**src/rtl/pc_call_stack_if.sv**
```systemverilog
// Fetch-path bus between decode/jump logic (master) and the program counter (slave).
// Carries the control strobes, the jump/call target, and the PC/stack status.
interface pc_call_stack_if #(
    parameter int WIDTH = 16,
    parameter int DEPTH = 8
);
    localparam int DW = $clog2(DEPTH + 1);

    logic [WIDTH-1:0] in;
    logic             load;
    logic             call;
    logic             ret;
    logic             inc;
    logic [WIDTH-1:0] out;
    logic [DW-1:0]    depth;
    logic             full;
    logic             empty;
    logic             overflow;
    logic             underflow;

    modport master (
        output in, load, call, ret, inc,
        input  out, depth, full, empty, overflow, underflow
    );

    modport slave (
        input  in, load, call, ret, inc,
        output out, depth, full, empty, overflow, underflow
    );
endinterface

```
**src/rtl/pc_call_stack.sv**
```systemverilog
// Program counter with a hardware return-address stack.
// Applies one action per edge with priority reset > load > call > ret > inc > hold.
module pc_call_stack #(
    parameter int               WIDTH      = 16,
    parameter int               DEPTH      = 8,
    parameter logic [WIDTH-1:0] RESET_ADDR = '0
) (
    input logic            clk,
    input logic            reset,
    pc_call_stack_if.slave bus
);
    localparam int DW = $clog2(DEPTH + 1);
    localparam int AW = $clog2(DEPTH);
    localparam logic [DW-1:0] DEPTH_V = DW'(DEPTH);

    logic [WIDTH-1:0] pc;
    logic [DW-1:0]    sp;
    logic             ovf;
    logic             unf;
    logic [WIDTH-1:0] stack [DEPTH];

    logic             is_full;
    logic             is_empty;
    logic             push;
    logic [WIDTH-1:0] pc_next;
    logic [WIDTH-1:0] top;

    assign is_full  = (sp == DEPTH_V);
    assign is_empty = (sp == '0);
    assign pc_next  = pc + WIDTH'(1);
    // Asynchronous top-of-stack read so a return completes in a single edge.
    assign top      = stack[AW'(sp - DW'(1))];
    assign push     = !reset && !bus.load && bus.call && !is_full;

    // Storage has no reset so it can map onto distributed RAM.
    always_ff @(posedge clk) begin
        if (push) stack[AW'(sp)] <= pc_next;
    end

    always_ff @(posedge clk) begin
        if (reset) begin
            pc  <= RESET_ADDR;
            sp  <= '0;
            ovf <= 1'b0;
            unf <= 1'b0;
        end else if (bus.load) begin
            pc <= bus.in;
        end else if (bus.call) begin
            // The jump still happens on a full stack; only the push is lost.
            pc <= bus.in;
            if (is_full) ovf <= 1'b1;
            else         sp  <= sp + DW'(1);
        end else if (bus.ret) begin
            if (is_empty) begin
                unf <= 1'b1;
            end else begin
                pc <= top;
                sp <= sp - DW'(1);
            end
        end else if (bus.inc) begin
            pc <= pc_next;
        end
    end

    assign bus.out       = pc;
    assign bus.depth     = sp;
    assign bus.full      = is_full;
    assign bus.empty     = is_empty;
    assign bus.overflow  = ovf;
    assign bus.underflow = unf;
endmodule

```
**src/flat_wrapper.sv**
```systemverilog
// flat-port wrapper written by rule: the top's interface ports become plain ports
module pc_call_stack_flat 
#(
    parameter int               WIDTH      = 16,
    parameter int               DEPTH      = 8,
    parameter logic [WIDTH-1:0] RESET_ADDR = '0
)
  (clk, reset, bus_in, bus_load, bus_call, bus_ret, bus_inc, bus_out, bus_depth, bus_full, bus_empty, bus_overflow, bus_underflow);
  pc_call_stack_if #(.WIDTH(WIDTH), .DEPTH(DEPTH)) bus_i ();
  input logic clk;
  input logic reset;
  input wire logic [$bits(bus_i.in)-1:0] bus_in;
  input wire logic [$bits(bus_i.load)-1:0] bus_load;
  input wire logic [$bits(bus_i.call)-1:0] bus_call;
  input wire logic [$bits(bus_i.ret)-1:0] bus_ret;
  input wire logic [$bits(bus_i.inc)-1:0] bus_inc;
  output wire logic [$bits(bus_i.out)-1:0] bus_out;
  output wire logic [$bits(bus_i.depth)-1:0] bus_depth;
  output wire logic [$bits(bus_i.full)-1:0] bus_full;
  output wire logic [$bits(bus_i.empty)-1:0] bus_empty;
  output wire logic [$bits(bus_i.overflow)-1:0] bus_overflow;
  output wire logic [$bits(bus_i.underflow)-1:0] bus_underflow;
  assign bus_i.in = bus_in;
  assign bus_i.load = bus_load;
  assign bus_i.call = bus_call;
  assign bus_i.ret = bus_ret;
  assign bus_i.inc = bus_inc;
  assign bus_out = bus_i.out;
  assign bus_depth = bus_i.depth;
  assign bus_full = bus_i.full;
  assign bus_empty = bus_i.empty;
  assign bus_overflow = bus_i.overflow;
  assign bus_underflow = bus_i.underflow;
  pc_call_stack #(.WIDTH(WIDTH), .DEPTH(DEPTH), .RESET_ADDR(RESET_ADDR)) u_core (.clk(clk), .reset(reset), .bus(bus_i));
endmodule
```
**config.mk**
```make
export PLATFORM = sky130hd
export DESIGN_NAME = pc_call_stack_flat
export DESIGN_NICKNAME = d
export VERILOG_FILES = /design/src/rtl/pc_call_stack_if.sv /design/src/rtl/pc_call_stack.sv /design/src/flat_wrapper.sv
export SDC_FILE = /design/constraint.sdc
export NUM_CORES = 1
export LEC_CHECK = 0
export BUFFER_PORTS_ARGS = -buffer_cell sky130_fd_sc_hd__buf_2
export CORE_MARGIN = 1
export CORE_UTILIZATION = 55
export CTS_CLUSTER_SIZE = 10
export DETAILED_ROUTE_END_ITERATION = 12
export GPL_ROUTABILITY_DRIVEN = 0
export PLACE_DENSITY = 0.78
export SLEW_MARGIN = 20
export SYNTH_ARGS = -nofsm -noshare
export SYNTH_HDL_FRONTEND = slang
export SYNTH_SLANG_ARGS = --single-unit
```
**constraint.sdc**
```tcl
create_clock -name clk -period 4.4 [get_ports clk]
set_input_delay 0.44 -clock clk [delete_from_list [all_inputs] [get_ports clk]]
set_output_delay 0.44 -clock clk [all_outputs]
set_load 0.05 [all_outputs]
```
[Word level (Yosys, flattened, before mapping)]
Memory sizes are Yosys's and may differ from the RTL's.
Index checks and enable logic that the tools add are counted.
Cells by class
  add/sub/neg operators: 3
  $mul: 0
  divide/modulo/power cells: 0
  $lt $le $gt $ge: 0
  equality and inequality tests: 4
  shift-type cells: 0
  multiplexer cells: 11
  bitwise gates (word level): 2
  reductions and logical operators: 13
Operators with widths (number)
  two-way mux 16 bit: 5
  adder 16 x 1 -> 16 bit (second input constant): 1
  two-way mux 4 bit: 4
  AND reduction 4 bit: 2
  adder 4 x 1 -> 4 bit (second input constant): 1
  == test 4 bit (second input constant): 1
  logical NOT 4 bit: 1
  != test 2 bit (second input constant): 2
  != test 4 bit (second input constant): 1
  nonzero test 4 bit: 1
  subtractor 4 x 1 -> 4 bit (second input constant): 1
  logical AND 1 bit: 3
  logical NOT 1 bit: 3
  AND reduction 3 bit: 1
  two-way mux 1 bit: 2
  NOT 1 bit: 2
  AND reduction 2 bit: 1
  nonzero test 2 bit: 1
Storage, ports and cells
  register bits after elaboration: 22
  bits in latches: 0
  bits in writable memories: 128
  bits in read-only memories: 0
  input port bits: 22
  output and inout bits: 24
  logic and storage cells: 38
  memories kept: 1
Memory list
  u_core.stack: words 8, bits a word 16, read ports 1, clocked after Yosys merged registers in 0, write ports 1, line pc_call_stack.sv:20  | logic [WIDTH-1:0] stack [DEPTH];

[Logic depth before layout (Yosys ltp)]
  depth after elaboration: 6
  depth in mapped cells: 11
  gate-level depth less buffers: 7

[Least setup slack after synthesis]
Ideal clock, no wire load.
  kind: reg-to-reg
  from: register u_core.sp[0], in the netlist u_core.bus.depth[0]
  to: memory u_core.stack[1][0], enable pin
  setup time: 0.409 ns
  arrival time: 3.450 ns
  required time: 3.991 ns
  setup slack: 0.540 ns
  stages on the path, launching flop included: 9
  path buffers: 2
  clock period less this slack: 3.860 ns
  cell sequence: dfxtp_1 > buf_4 > buf_2 > inv_1 > ha_1 > and3_1 > nor4_1 > nand2_1 > nor3_1
On the way
  word-level cells in the longest chain between the ends: 5
RTL lines
  start, declared: line pc_call_stack.sv:17  | logic [DW-1:0] sp;
  start signal, assigned: line pc_call_stack.sv:52  | else sp <= sp + DW'(1);
  start signal, assigned: line pc_call_stack.sv:58  | sp <= sp - DW'(1);
  == test 4 bit: line pc_call_stack.sv:28  | assign is_full = (sp == DEPTH_V);
  net bus_full: line flat_wrapper.sv:19  | output wire logic [$bits(bus_i.full)-1:0] bus_full;
  logical NOT 1 bit: line pc_call_stack.sv:33  | assign push = !reset && !bus.load && bus.call && !is_full;
  logical AND 1 bit: line pc_call_stack.sv:33
  two-way mux 1 bit: line pc_call_stack.sv:37  | if (push) stack[AW'(sp)] <= pc_next;
  two-way mux 1 bit (implied by the code): line pc_call_stack.sv:37
  end, declared: line pc_call_stack.sv:20
The timed path passes the listed nets, and every way through them passes these cells.

[Final worst setup path]
  from: register u_core.sp[1], in the netlist u_core.bus.depth[1]
  to: register u_core.pc[10], in the netlist u_core.bus.out[10]
On the way
  word-level cells in the longest chain between the ends: 6
  elaborated cells on any way between the ends: 9
  those cells by class: add/sub (1); eq/ne (1); mux (4); reduce/logical (2); memory (1)
RTL lines
  subtractor 4 x 1 -> 4 bit: line pc_call_stack.sv:32  | assign top = stack[AW'(sp - DW'(1))];
  memory read (8 x 16 bit)
  two-way mux 16 bit: line pc_call_stack.sv:54  | if (is_empty) begin
  two-way mux 16 bit: line pc_call_stack.sv:53  | end else if (bus.ret) begin
  two-way mux 16 bit: line pc_call_stack.sv:48  | end else if (bus.call) begin
  two-way mux 16 bit: line pc_call_stack.sv:46  | end else if (bus.load) begin
  end signal, assigned: line pc_call_stack.sv:47  | pc <= bus.in;
  end signal, assigned: line pc_call_stack.sv:50  | pc <= bus.in;
  end signal, assigned: line pc_call_stack.sv:57  | pc <= top;
  end, declared: line pc_call_stack.sv:16  | logic [WIDTH-1:0] pc;
Several ways; a longest one is shown, not always the timed one. The select of a mux whose other input is x is not followed.
A chain may end at the register's enable or synchronous reset.

==> qor.yml <==
die_h_um: 110
diodes: 0
r2r_setup_slack_ps: 1600
antenna_found_initial: 0
fin_crit_ps: 2800
clkSinkCount: 150
period_share_pct: 63.7
die-width_um: 110
arrival_ps: 3090
synth_top_area_share_pct: 59.7
criticalPathCategory: "flop to flop"
ys_seq_elements: 150
synth.avg_cell_area_um2: 14.8
worstSkewPairLatency_ps: 420
whs_endpoint: "u_core.bus.out[12]$_SDFFE_PP0P_"
syn_area_um2: 6440
cts_tree: "done"
yosys.area.top_type: "edfxtp_1"
relSlewSlack_pct: 29.6
overflow: 0
drive_above_1_share_pct: 26.0
max_cap_violations: 0
dp_hpwl_um: 9050
nets: 510
io_pins: 46
synth_cells: 435
ant_nets: 0
coreArea_um2: 11400
r2r_end: "u_core.bus.out[10]$_SDFFE_PP0P_"
grt_pass1_vias: 4038
required_ps: 4680
p_per_area_nw_per_um2: 509
ys.flop_type: "edfxtp_1"
yosysWarnings: 0
grt_max_degree: 38
cts_hold_buf: 0
rsz0062_at_grt: "no"
portBuffers: 45
finalWirelength_um: 15100
cp_max_fo: 20
synth.top_cells.by_area: "edfxtp_1, mux4_2, dfxtp_1"
run_status: "completed"
rows: 39
wl_per_cell_um: 23.6
cts_setup_buffers: 0
finalMaxSlewViolations: 0
vias_per_cell: 6.45
h-tree-depth: 4
vdd.ir_drop.worst_mv: 0.389
stdcell_count: 640
async_reset_ff_share_pct: 0
drt_iter0_markers: 486
setup_viol: 0
first_pass_iters: 5
synth_cell_type_count: 47
start_util_pct: 56.4
dp.cells: 608
p_leak_nw: 2.57
fin_tns_setup_ps: 0
cts_made_buffers: 17
hold_path.class: "input port to flop"
synth_enable_flop_cells: 128
grt_usage_pct: 27.7
area_growth_pct: 15.2
cts_resized: 0
cp-start-kind: "flop"
die_area_um2: 12100
hp-start: "bus_in[12]"
seq_area_frac_synth_pct: 66.5
cts_root_buf: "clkbuf_16"
end_kind: "flop"
clock_path_buffers: 2
worst_slew_pin_slew_ps: 1060
r2r_start: "u_core.bus.depth[1]$_SDFFE_PP0P_"
syn_nets: 461
n_fill_cell: 808
hold_violations: 0
dr_total_vias: 4128
drc: 0
clk_pin_slew_ps: 60
hold_depth: 3
grt_pass1_wl_um: 23100
reg2reg_depth: 8
fin_skew_ps: 6.63
fmax_mhz: 357
final cells by class:
| cell class | instances | area [µm²] | area share [%] |
|---|---|---|---|
| inverter | 9 | 33.8 | 0.455 |
| tap | 143 | 179 | 2.41 |
| multi-input combinational | 246 | 1990 | 26.8 |
| timing repair buffer | 60 | 338 | 4.55 |
| clock inverter | 12 | 159 | 2.14 |
| clock buffer | 20 | 437 | 5.88 |
| sequential | 150 | 4290 | 57.7 |
cell usage after synthesis, drive strengths merged, types with 6 or more instances:
cell    count
a211oi      7
a21oi      13
a31oi      10
buf        17
clkbuf     13
dfxtp      22
edfxtp    128
inv         9
mux4       32
nand2      38
nand3      13
nor2       37
nor3        6
o21ai      15
xnor2      11
xor2        8
routing by layer:
metal	GRT usage (%)	vias to the layer above	part of all wire, %
li1	-	1796	-
met5	0	-	0
met3	6.23	38	7.9
met1	37.6	2064	41
met4	11.7	0	2.0
met2	43.7	230	49
registers in the layout, indices dropped and copies added (netlist names):
signal and flops:
u_core.bus.depth 4, u_core.bus.overflow 1, u_core.bus.out 16, u_core.bus.underflow 1, u_core.stack 128
cell usage in the layout, fill, tap and decap left out, types with 10 or more instances in the layout:
cell	n
a31oi_1	10
dfxtp_1	21
edfxtp_1	128
buf_4	15
o21ai_0	15
xnor2_1	11
mux4_2	32
nand2_1	38
nor2_1	36
clkbuf_16	17
a21oi_1	13
nand3_1	13
buf_2	45
critical path, cell delays in order (launching register included):
cell	delay, ps
dfxtp_1	490
inv_1	140
ha_1	740
buf_4	430
mux4_2	370
nand2_1	90
a21oi_1	60
a211oi_1	240
a211oi_1	100
power by group:
group / switching [W] / internal, W / leakage (nW)
Clock: 0.000536 / 0.000937 / 0.290
Sequential: 0.0000445 / 0.00160 / 1.35
Combinational: 0.000416 / 0.000248 / 0.925
Total: 0.000997 / 0.00278 / 2.57
stage by stage:
| step | hold WS (ps) | instance area (µm²) | setup WS [ps] | power (W) | utilization [%] |
|---|---|---|---|---|---|
| floorplan | 584 | 6440 | 540 | 0.00216 | - |
| global placement | 445 | 6830 | 1760 | 0.00231 | 59.8 |
| detailed placement | 458 | 6830 | 1690 | 0.00232 | 59.8 |
| CTS | 272 | 7420 | 1600 | 0.00379 | 65.0 |
| global route | 305 | 7420 | 1430 | 0.00390 | 65.0 |
| finish | 301 | 7420 | 1600 | 0.00378 | 65.0 |
kinds of logic (layout without fill, tap and decap cells):
logic type               count (synthesis)  after routing  share of synthesized area, %
flip-flops                             150            150                          66.5
XOR/XNOR                                19             19                          2.70
buffers and inverters                   39            101                          2.78
adder cells (fa/ha/maj)                  4              4                         0.777
AND/OR/NAND/NOR                        118            118                          8.43
AO/OA/AOI/OAI                           71             71                          7.25
multiplexers                            34             34                          11.5
worst max-delay path by stage:
stage                     slack (ps)                              end                        startpoint  cells after the start
after floorplan                  540     u_core.stack[1][0]$_DFFE_PP_  u_core.bus.depth[0]$_SDFFE_PP0P_                      8
after global placement          1760  u_core.bus.out[10]$_SDFFE_PP0P_  u_core.bus.depth[1]$_SDFFE_PP0P_                      8
after detailed placement        1690  u_core.bus.out[10]$_SDFFE_PP0P_  u_core.bus.depth[1]$_SDFFE_PP0P_                      8
after CTS                       1600  u_core.bus.out[10]$_SDFFE_PP0P_  u_core.bus.depth[1]$_SDFFE_PP0P_                      8
after global routing            1430  u_core.bus.out[14]$_SDFFE_PP0P_  u_core.bus.depth[1]$_SDFFE_PP0P_                      8
final                           1600  u_core.bus.out[10]$_SDFFE_PP0P_  u_core.bus.depth[1]$_SDFFE_PP0P_                      8
Power figures use the tool's default switching activity.
